--- config.mk ---
export PLATFORM = sky130hd
export DESIGN_NAME = param_serializer
export DESIGN_NICKNAME = d
export VERILOG_FILES = /design/src/rtl/param_serializer.sv
export SDC_FILE = /design/constraint.sdc
export NUM_CORES = 1
export LEC_CHECK = 0
export CAP_MARGIN = 15
export CORE_AREA = 2 2 39 41
export CTS_BUF_LIST = sky130_fd_sc_hd__clkbuf_2 sky130_fd_sc_hd__clkbuf_4 sky130_fd_sc_hd__clkbuf_8
export CTS_CLUSTER_SIZE = 10
export DETAILED_ROUTE_END_ITERATION = 12
export DIE_AREA = 0 0 41 43
export SKIP_CTS_REPAIR_TIMING = 1
export SKIP_LAST_GASP = 1
export SYNTH_ARGS = -nofsm -noshare
export SYNTH_HDL_FRONTEND = slang
export SYNTH_SLANG_ARGS = --single-unit
--- constraint.sdc ---
create_clock -name clk -period 3.2 [get_ports clk]
set_input_delay 0.48 -clock clk [delete_from_list [all_inputs] [get_ports clk]]
set_output_delay 0.48 -clock clk [all_outputs]
set_load 0.01 [all_outputs]
--- src/rtl/param_serializer.sv ---
// rtl/param_serializer.sv - N_CH-to-1 frame serializer, one DW-bit channel word per clock; optional parity slot via SERIALIZER_PARITY_EN
module param_serializer #(
    parameter int N_CH      = 2,
    parameter int DW        = 1,
    parameter int MSB_FIRST = 0,
    localparam int CW       = ($clog2(N_CH + 1) > 1) ? $clog2(N_CH + 1) : 1
) (
    input  logic               clk,
    input  logic               reset,
    input  logic               in_valid,
    output logic               in_ready,
    input  logic [N_CH*DW-1:0] in_data,
    output logic [DW-1:0]      out_data,
    output logic               out_valid,
    output logic               out_sof,
    output logic [CW-1:0]      out_ch
);

`ifdef SERIALIZER_PARITY_EN
    localparam int SLOTS = N_CH + 1;
`else
    localparam int SLOTS = N_CH;
`endif
    localparam logic [CW-1:0] LAST = CW'(SLOTS - 1);

    localparam logic [0:0] S_IDLE  = 1'b0;
    localparam logic [0:0] S_SHIFT = 1'b1;

    logic [0:0]          state_q, state_d;
    logic [CW-1:0]       slot_q, slot_d;
    logic [N_CH*DW-1:0]  frame_q, frame_d;
    logic [DW-1:0]       out_data_q, out_data_d;
    logic                out_valid_q, out_valid_d;
    logic                out_sof_q, out_sof_d;
    logic [CW-1:0]       out_ch_q, out_ch_d;
    logic                accept;

    // Ready depends on state only: idle, or about to emit the final slot of a frame
    always_comb begin
        in_ready = (state_q == S_IDLE) || ((state_q == S_SHIFT) && (slot_q == LAST));
        accept   = in_valid && in_ready;
    end

    // Next state / slot / frame; a frame reload at LAST keeps streaming with no bubble
    always_comb begin
        state_d = state_q;
        slot_d  = slot_q;
        frame_d = frame_q;
        if (accept) begin
            state_d = S_SHIFT;
            slot_d  = '0;
            frame_d = in_data;
        end else if (state_q == S_SHIFT) begin
            if (slot_q == LAST) begin
                state_d = S_IDLE;
                slot_d  = '0;
            end else begin
                slot_d = slot_q + CW'(1);
            end
        end
    end

    // Output values for the slot that becomes visible after this edge
    always_comb begin
        out_valid_d = (state_d == S_SHIFT);
        out_sof_d   = out_valid_d && (slot_d == '0);
        out_ch_d    = '0;
        out_data_d  = '0;
        if (out_valid_d) begin
            out_ch_d = (MSB_FIRST != 0) ? (CW'(N_CH - 1) - slot_d) : slot_d;
`ifdef SERIALIZER_PARITY_EN
            if (slot_d == CW'(N_CH)) begin
                out_ch_d = CW'(N_CH);
                for (int c = 0; c < N_CH; c++) begin
                    out_data_d = out_data_d ^ frame_d[c*DW +: DW];
                end
            end
`endif
            for (int c = 0; c < N_CH; c++) begin
                if (out_ch_d == CW'(c)) begin
                    out_data_d = frame_d[c*DW +: DW];
                end
            end
        end
    end

    // State and registered outputs; reset discards any frame in flight
    always_ff @(posedge clk) begin
        if (reset) begin
            state_q     <= S_IDLE;
            slot_q      <= '0;
            frame_q     <= '0;
            out_data_q  <= '0;
            out_valid_q <= 1'b0;
            out_sof_q   <= 1'b0;
            out_ch_q    <= '0;
        end else begin
            state_q     <= state_d;
            slot_q      <= slot_d;
            frame_q     <= frame_d;
            out_data_q  <= out_data_d;
            out_valid_q <= out_valid_d;
            out_sof_q   <= out_sof_d;
            out_ch_q    <= out_ch_d;
        end
    end

    assign out_data  = out_data_q;
    assign out_valid = out_valid_q;
    assign out_sof   = out_sof_q;
    assign out_ch    = out_ch_q;

endmodule

==> results of run 1 <==
==> layout by cell type (no fill, tap or decap) <==
cell type and count:
clkdlybuf4s50_1 10, dfxtp_1 9, nor2_1 6, clkbuf_4 4, a21oi_1 3, mux2i_1 2
nand2b_2 1, nand2_1 1, nor2b_4 1, and2b_1 1, nor3b_1 1, a21bo_1 1
or3_1 1, nand2b_1 1, o22ai_1 1, inv_1 1, and2_1 1
==> final cells by class <==
| type | instances | area share (%) |
|---|---|---|
| sequential | 9 | 38.5 |
| multi-input combinational | 21 | 28.6 |
| timing repair buffer | 10 | 21.4 |
| clock buffer | 4 | 6.42 |
| tap | 16 | 4.28 |
| inverter | 1 | 0.802 |
==> registers in the layout (all words and copies together), names as in the netlist <==
signal     count
frame_q        2
out_ch         2
slot_q         2
out_data       1
out_sof        1
out_valid      1
==> stage by stage <==
step / utilization (%) / cells / cell area [um^2]
6_report: 33.8 / 61 / 468
5_1_grt: 33.8 / 61 / 468
4_1_cts: 33.8 / 61 / 468
2_1_floorplan: - / 31 / 318
3_3_place_gp: 31.6 / 57 / 438
3_5_place_dp: 31.6 / 57 / 438
==> tightest hold or removal path: cells and delay by family, from the launching register on <==
family | cells | cell delay, ns
muxes | 1 | 0.08
and+or+nand+nor | 1 | 0.08
DFF | 1 | 0.30
==> worst max path at each step <==
stage          startpoint       end  slack, ns  cells past startpoint
6_report        slot_q[1]  in_ready       1.34                      3
5_1_grt         slot_q[1]  in_ready       1.27                      3
4_1_cts         slot_q[1]  in_ready       1.32                      3
3_5_place_dp     in_valid  out_data       1.50                      4
3_3_place_gp     in_valid  out_data       1.51                      4
2_1_floorplan    in_valid  out_data       2.09                      3
==> routing by layer <==
| metal | global-route usage, % | vias to the layer above | wire [um] |
|---|---|---|---|
| met4 | 4.00 | 0 | 12 |
| li1 | - | 129 | - |
| met2 | 10.0 | 12 | 211 |
| met1 | 9.03 | 108 | 231 |
| met3 | 7.85 | 2 | 54 |
| met5 | 0 | - | 0 |
==> power by group <==
group	internal [mW]	leakage (nW)	switching, mW
clock network	0.0564	0.0184	0.0376
registers	0.118	0.0738	0.00352
logic	0.0186	0.107	0.0125
total	0.193	0.200	0.0537
==> cell families (layout without fill, tap and decap cells) <==
kind of cell | Yosys count | after routing | synth area share (%)
AO/OA/AOI/OAI | 5 | 5 | 9.84
multiplexers | 2 | 2 | 6.30
buffers and inverters | 1 | 15 | 1.18
flip-flops | 9 | 9 | 56.7
AND/OR/NAND/NOR | 14 | 14 | 26.0
==> results.md, run 1 <==
- The gate count of the mapped netlist is 31.
- The count of H-tree levels built during CTS is 1.
- The count of boundary I/O pins is 11.
- The type of the tightest min-delay check is flip-flop to flip-flop.
- On the final layout, the worst clock skew is 0.00271 ns.
- The per-instance average area after synthesis is around 10 um^2.
- The critical path's slowest cell is clkdlybuf4s50_1.
- By startpoint and endpoint, the worst setup path is classified as flip-flop to output port.
- The number of buffers between clock root and the deepest sink is 2.
- The final layout contains just over 50 nets.
- The largest total area in the synthesized netlist belongs to dfxtp_1.
- Of all flip-flops after synthesis, the portion carrying an async set or reset was 0%.
- The power per unit of standard cell area is roughly 530 nW/um^2.
- The final count of hold timing violations is 0.
- Setup repair after global routing left no endpoint under its margin.
- After filler insertion, the fill cell instance count of the layout stands at 150.
- The first-pass iteration count of the detailed router is 1.
- The cell area after synthesis is 318 um^2.
- The total vias in the final route is 251.
- The core region is 1380 um^2.
- The worst hold-check slack is roughly 0.50 ns.
- dfxtp_1 is the most common cell in the netlist.
- Clock-pin slew was measured on the worst setup and hold paths at around 0.060 ns.
- The reported leakage power is 0.200 nW.
- After synthesis, the most frequently instantiated cells are dfxtp_1, nor2_1, a21oi_1.
- For this configuration, the core starts out at a cell density of 23.0%.
- The reg-to-reg critical path endpoint is out_data.
- The element type at the critical path start is a flip-flop.
- The register bit total from synthesis is 9.
- The floorplan has 14 rows.
- In the post-synthesis netlist, the biggest area contributors are dfxtp_1, nor2_1, mux2i_1, a21oi_1, nor2b_4.
- For this run, the total global-route usage over all layers was measured as 8.14%.
- The count of buffering cells on the critical path with inverters included is 1.
- The setup slack on the worst flop-to-flop path is approximately 2 ns.
- The worst hold endpoint is frame_q[0].
- The warning count from the yosys run is 0.
- At the worst endpoint, the arrival time is 1.38 ns.
- TritonCTS built the clock tree.
- Summed over all nets, the half-perimeter wirelength after detailed placement is roughly 370 um.
- The run finished with clean final reports.
- The routability congestion estimate is approximately 0.68.
- The initial antenna violation count is 0.
- Sequential cells were found to cover a little under three fifths of the synthesized design area.
- In the synthesized netlist the dominant register cell turns out to be dfxtp_1.
- The cell type group with the largest total delay on the critical path is buffers and inverters.
- The sort of element at the end of the critical path is an output port.
- Total power for the finished layout comes to approximately 250 uW.
- In this design, the stage delay of the slowest critical-path cell is 0.53 ns.
- The post-route netlist has a little over an eighth of its cells at a drive strength greater than 1.
- Summed over all layers, the global routing overflow is 0.
- The source-to-sink clock delay at the later pin of the worst-skew pair is approximately 0.26 ns.
- The start of the worst register-to-register path is slot_q[1].
- The number of input and output port buffers inserted is 10.
- Static timing analysis puts the maximum clock frequency at roughly 540 MHz.
- Entering global routing, the biggest net connects 8 pins.
- In this run the most critical hold path is launched from frame_q[0].
- The count of nets left with antenna violations after detail routing is 0.
- The repair_antennas step left the layout with diodes totalling 0.
- The CTS buffer count is 3.
- In the final timing run, aggregate negative setup slack is 0 ns.
- Along the worst path, the maximum fanout reaches 5.
- Traced cell by cell, the critical path runs through nand2b_2 -> nand2_1 -> clkdlybuf4s50_1.
- The register area is 180 um^2.
- STA puts the critical path data required time at 2.72 ns.
- The multi-input combinational cells in the finished layout cover a total of 134 um^2.
- The smallest clock period supported by the final layout is computed as 1.86 ns.
- The relative slew slack is about 87%.
- From left edge to right edge, the die measures ~41 um.
- The worst slack at placement is 1.50 ns.
- The worst vdd rail ir drop is about 0.22 mV.
- The number of max-slew violations in the final report is 0.
- The count of distinct cell types in the synthesized netlist is 15.
- The post-detailed-route DRC marker count is 0.
- Counting cells, the worst reg-to-reg path comes to 4.
- The routed via count divided by cell count is just over 4.
- The via count of the first global-routing pass is around 240.
- The tool flagged a number of max-cap violations equal to 0.
- The hold-critical path depth is 2.
- The detail-routed net length per standard cell is 8.34 um.
- The wire length after detailed routing is between 500 and 600 um.
- The root buffer selected by CTS is clkbuf_4.
- The floorplan step defined a die boundary enclosing approximately 1800 um^2.
- The final setup violation count is 0.
- The wire length of the first global-routing pass is slightly below 900 um.
- The first-iteration detailed-routing DRC count is 0.
- The number of nets handed over by synthesis was 36.
- The share of the clock period used by the worst path after layout is between 50 and 60%.
- The relative area change from synthesis to final layout is 47.2%.
- Setup slack closes at around 1.3 ns.
- The count of clock tree sinks is 9.
- Counting flops with a built-in enable in the synthesized netlist gives 0.
- Summed over its instances, the top area cell type makes up a little under three fifths of the synthesized netlist area.
- The height of the die is 43 um.
- The worst-margin pin slew is about 0.19 ns.
No activity file was read; power rests on OpenSTA's default activity.
==> inputs of run 2 (changes only) <==
==> constraint.sdc (replaced) <==
create_clock -name clk -period 1.9 [get_ports clk]
set_input_delay 0.285 -clock clk [delete_from_list [all_inputs] [get_ports clk]]
set_output_delay 0.285 -clock clk [all_outputs]
set_load 0.01 [all_outputs]
==> results.md, run 2 (synthesis gave the netlist of run 1 again) <==
- The net count of the finished layout is between 50 and 60.
- The aggregate global routing overflow is 0.
- In this run, the number of DRC markers left after iteration 0 of detailed routing was 2.
- The hold-critical path depth is 2.
- The element type at the critical path start is a flip-flop.
- The setup check on the worst reg-to-reg path leaves a slack of a little over 0.7 ns.
- No sink is reached through more buffers than the 2 on the longest clock path.
- Routability-driven placement finished with a final weighted congestion of 0.625.
- At the worst endpoint, the arrival time is between 1 and 1.5 ns.
- The overall routing resource usage is under 10%.
- For this run, the slowest stage of the critical path takes 0.53 ns.
- The flow ran to the end, and the final reports show no timing, DRC or antenna violations.
- The final count of hold timing violations is 0.
- The die is roughly 43 um tall.
- The count of buffering cells on the critical path with inverters included is 1.
- The total vias in the final route is between 200 and 250.
- The CTS tree is yes.
- The critical path is of the flip-flop to output port type.
- The first TritonRoute pass finished after 2 iterations.
- The startpoint identified for the worst register-to-register timing path is slot_q[1].
- The die boundary width is around 41 um.
- The clock slew seen by the registers of the worst setup and hold paths is 0.06 ns.
- The CTS buffer count is 3.
- The top cell types in the final layout, fill and taps aside, are clkdlybuf4s50_1, dfxtp_1, nor2_1.
- After detailed placement, the total cell area comes to 438 um^2.
- The number of cells traversed by the worst register-to-register path is 4.
- The share of post-route cells with drive strength above 1 is 13.3%.
- The relative area change from synthesis to final layout is 46.5%.
- The min-delay analysis places its worst path in the category flip-flop to flip-flop.
- The initial antenna violation count was 0.
- For the pin with the worst max-slew slack, the measured transition is ~0.20 ns.
- The worst pin sits at a relative slew slack of between 80% and 90%.
- The effective utilization at floorplan is a little under a quarter.
- The final cell count without fillers is 61.
- The cell sitting at the root of the clock tree is a clkbuf_4.
- The worst slack at placement is ~0.38 ns.
- The via count of the first global-routing pass is roughly 240.
- Summed over all cells, the static leakage comes to approximately 0.2 nW.
- The most common library cell in the layout ignoring fill and taps is clkdlybuf4s50_1.
- Entering global routing, the biggest net connects 8 pins.
- The count of clock tree sinks is 9.
- The number of max-slew violations in the final report is 0.
- CTS built an H-tree with a depth of 1.
- The cell area after layout is about 470 um^2.
- The count of nets left with antenna violations after detail routing is 0.
- The floorplan has 14 rows.
- The final setup violation count is 0.
- The cell type group with the largest total delay on the critical path is buffers and inverters.
- In this run the tool buffered the top-level ports with 10 buffer cells.
- The number of antenna diodes in the final layout is 0.
- The worst setup path is captured at an output port.
- Dividing the detail-routed via count by the number of cells gives about 4.
- After layout, the worst path uses between 80% and 90% of the clock period.
- The critical path's slowest cell is clkdlybuf4s50_1.
- The wire length of the first global-routing pass is around 900 um.
- The count of boundary I/O pins is 11.
- The source-to-sink clock delay at the later pin of the worst-skew pair is about 0.26 ns.
- The worst hold path terminates at frame_q[0].
- Walking the worst path, the cells encountered are nand2b_2 -> nand2_1 -> clkdlybuf4s50_1.
- Of all nets on the critical path, the largest fanout is 5.
- The final worst setup slack is ~0.23 ns.
- The worst vdd rail ir drop is 0.310 mV.
- The detail-routed net length per standard cell is around 8.5 um.
- The post-detailed-route DRC marker count is 0.
- Setup repair after global routing left no endpoint under its margin.
- The total negative slack for setup checks is 0 ns.
- At the worst endpoint, the required time is 1.62 ns.
- The floorplan step defined a die boundary enclosing approximately 1800 um^2.
- On the final layout, the worst hold slack is approximately 0.49 ns.
- Wires add up to roughly 520 um.
- The time the worst path needs with I/O delays and setup is approximately 1.7 ns.
- The final setup skew is between 0.002 and 0.003 ns.
- The post-placement cell count is between 50 and 60.
- The number of max-cap violations is 0.
- The core area is 1380 um^2.
- Static timing analysis puts the maximum clock frequency at between 500 and 600 MHz.
- The source of the worst hold timing path is frame_q[0].
- The power per unit of standard cell area is 862 nW/um^2.
- The reg-to-reg critical path endpoint is out_data.
- The number of inserted filler cells in the final layout is around 150.
## run 2: per-layer routing
layer	GRT usage, %	up-vias	routed length [um]	share of wire [%]
li1	-	130	-	-
met1	10.3	105	243	47
met2	9.38	9	227	44
met3	3.66	0	50	9.6
met4	10.0	0	0	0
met5	0	-	0	0
## run 2: worst max-delay path by stage
stage,startpoint,end,depth (start not counted)
global route,slot_q[1],in_ready,3
CTS,slot_q[1],in_ready,3
detailed placement,in_valid,out_data,4
finish,slot_q[1],in_ready,3
global placement,in_valid,out_data,4
floorplan,slot_q[1],out_data,4
## run 2: final cells by class
class	instances	area, um^2	area share [%]
inverters	1	3.75	0.806
multi-input cells	21	134	28.8
clock inverters	1	5.00	1.08
flip-flops and latches	9	180	38.7
clock buffers	3	22.5	4.84
repair buffers	10	100	21.5
well taps	16	20.0	4.30
## run 2: worst register-to-register path, cell delays in order (launching register included)
cell and delay [ns]:
dfxtp_1 0.33, nand2b_2 0.20, a21bo_1 0.23, mux2i_1 0.22
o22ai_1 0.09
## run 2: power breakdown
part	switching, mW	internal (mW)	total, mW
combinational	0.0215	0.0314	0.0529
sequential	0.00581	0.198	0.204
clock	0.0666	0.0776	0.144
total	0.0939	0.307	0.401
## run 2: per-stage QoR
stage | power, mW | util (%)
global route | 0.431 | 33.6
detailed placement | 0.262 | 31.6
CTS | 0.414 | 33.6
finish | 0.401 | 33.6
floorplan | 0.234 | -
global placement | 0.261 | 31.6
==> inputs of run 3 (changes only) <==
--- a/config.mk
+++ b/config.mk
@@ -11,6 +11,7 @@
 export CTS_CLUSTER_SIZE = 10
 export DETAILED_ROUTE_END_ITERATION = 12
 export DIE_AREA = 0 0 41 43
+export MAX_ROUTING_LAYER = met4
 export SKIP_CTS_REPAIR_TIMING = 1
 export SKIP_LAST_GASP = 1
 export SYNTH_ARGS = -nofsm -noshare
==> results.md, run 3 (synthesis gave the netlist of run 1 again) <==
- For the final routed database, the setup TNS stands at 0 ns.
- After floorplanning, the core was sized to cover approximately 1400 um^2.
- In this run, CTS created clock tree buffers numbering 3.
- The worst vdd rail ir drop is between 0.3 and 0.4 mV.
- In this run the tightest slew margin relative to its limit is a little under nine tenths.
- The die boundary width is roughly 40 um.
- In this run the critical register-to-register path is captured at out_data.
- The run finished with clean final reports.
- The clock slew seen by the registers of the worst setup and hold paths is approximately 0.060 ns.
- The detail-routed net length per standard cell is approximately 8.5 um.
- The most common library cell in the layout ignoring fill and taps is clkdlybuf4s50_1.
- The placed instance area is around 440 um^2.
- The CTS tree is yes.
- At the pin with the least slew margin, the transition time is roughly 0.20 ns.
- The total power is between 400 and 500 uW.
- The fraction of power consumed by sequential logic is 50.9%.
- The element type at the critical path start is a flip-flop.
- Across the run, the number of max-cap violations was 0.
- The initial antenna violation count is 0.
- Following the worst setup path forward leads to its endpoint at in_ready.
- The area growth from synthesis to layout is 46.5%.
- The share of the clock period used by the worst path after layout is a little under 90%.
- The site row count is 14.
- The library cells used most frequently in the layout, excluding fill and tap cells, are clkdlybuf4s50_1, dfxtp_1, nor2_1.
- The first detailed-routing pass ran for 2 iterations.
- In this run the number of H-tree levels came out at 1.
- The largest net degree at the start of global routing is 8.
- The time the worst path needs with I/O delays and setup is between 1.5 and 2 ns.
- The required time at the worst-slack endpoint is roughly 1.6 ns.
- Summing all multi-input logic gate instances after layout gives ~130 um^2.
- The number of buffers between clock root and the deepest sink is 2.
- Once layout is complete, the utilization of the core stands at 33.6%.
- Once layout is done, the placed cells without fillers occupy roughly 470 um^2.
- Pin placement for this block handled 11 I/O pins.
- Final hold analysis gives a worst-case slack of a little under 0.5 ns.
- The register area is roughly 180 um^2.
- Of all nets on the critical path, the largest fanout is 5.
- Across all register-to-register paths, the minimum setup slack is just over 0.7 ns.
- The maximum operating frequency is 597 MHz.
- Cells with a size suffix above 1 make up between 10% and 20% of the layout.
- Setup repair after global routing left no endpoint under its margin.
- The first-iteration detailed-routing DRC count is 2.
- At the placement stage, the worst setup path has a slack of 0.379 ns.
- STA classifies the critical path endpoint as an output port.
- The final worst setup slack is ~0.23 ns.
- Combinational logic is responsible for a little over an eighth of the overall power.
- The effective utilization at floorplan is a little under a quarter.
- The overall routing resource usage is approximately 8.7%.
- For this design the ratio of total power to cell area is around 860 nW/um^2.
- After the last flow step, the layout net total stands at 51.
- Summed over all layers, the global routing overflow is 0.
- The repair_antennas step left the layout with diodes totalling 0.
- The routed via count divided by cell count is roughly 4.0.
- The net switching power of the design is 93.9 uW.
- The floorplan step defined a die boundary enclosing around 1800 um^2.
- The data arrival time of the critical path is 1.39 ns.
- The worst register-to-register path begins at slot_q[1].
- The number of input and output port buffers inserted is 10.
- The final setup violation count is 0.
- After detailed routing, the number of remaining DRC violations is 0.
- The via count of the first global-routing pass is approximately 240.
- The count of clock tree sinks is 9.
- The tightest min-delay check is of the flip-flop to flip-flop type.
- The total vias in the final route is 244.
- Per report_power, the clock group accounts for about 36% of the total.
- The routability congestion estimate is 0.630.
- The number of max-slew violations in the final report is 0.
- In this run the remaining antenna-violating nets after routing total 0.
- The root buffer selected by CTS is clkbuf_4.
- Measured along the y axis, the die boundary spans roughly 43 um.
- Clock latency on the worst-skew pair, taken at its later pin, is 0.26 ns.
- The wire length after detailed routing is 520 um.
- The finished layout holds 61 standard cells, fillers aside.
- The reported leakage power is 0.199 nW.
- The critical path start-end classification is flip-flop to output port.
- The final count of hold timing violations is 0.
- The switching portion of total power is 23.4%.
- The internal power contribution is slightly above 300 uW.
- The final setup skew is 0.00279 ns.
- The worst hold path was traced through 2 stages.
- The most critical setup path has its startpoint at slot_q[1].
- The number of inserted filler cells in the final layout is around 150.
- The wire length of the first global-routing pass is 903 um.
- The number of cells traversed by the worst register-to-register path is 4.
- The post-placement cell count is 57.
-- run 3: power by group through the flow --
stage / clock network [mW] / logic, mW / registers, mW
5_1_grt: 0.167 / 0.0587 / 0.205
4_1_cts: 0.157 / 0.0537 / 0.204
3_3_place_gp: 0 / 0.0529 / 0.208
2_1_floorplan: 0 / 0.0234 / 0.211
6_report: 0.144 / 0.0529 / 0.204
3_5_place_dp: 0 / 0.0533 / 0.208
-- run 3: how the worst min path moves through the flow --
| stage | startpoint | end | slack [ns] |
|---|---|---|---|
| after floorplan | reset | frame_q[0] | 0.36 |
| after global placement | frame_q[0] | frame_q[0] | 0.48 |
| after detailed placement | frame_q[0] | frame_q[0] | 0.49 |
| after CTS | frame_q[0] | frame_q[0] | 0.51 |
| after global routing | slot_q[1] | out_ch[1] | 0.54 |
| final | frame_q[0] | frame_q[0] | 0.49 |
-- run 3: layer usage --
layer  track usage [%]  routed length, um
met2              9.38                227
met1              10.6                244
met3              3.14                 49
met4              10.0                  0
met5                 -                  0
-- run 3: area by class of cell --
cell class / count / area share (%)
Timing Repair Buffer: 10 / 21.5
Inverter: 1 / 0.806
Multi-Input combinational cell: 21 / 28.8
Sequential cell: 9 / 38.7
Clock inverter: 1 / 1.08
Clock buffer: 3 / 4.84
Tap cell: 16 / 4.30
-- run 3: worst max-delay path, stage by stage (launching register included) --
cell and delay [ns]:
dfxtp_1 0.33, nand2b_2 0.20, nand2_1 0.07, clkdlybuf4s50_1 0.53
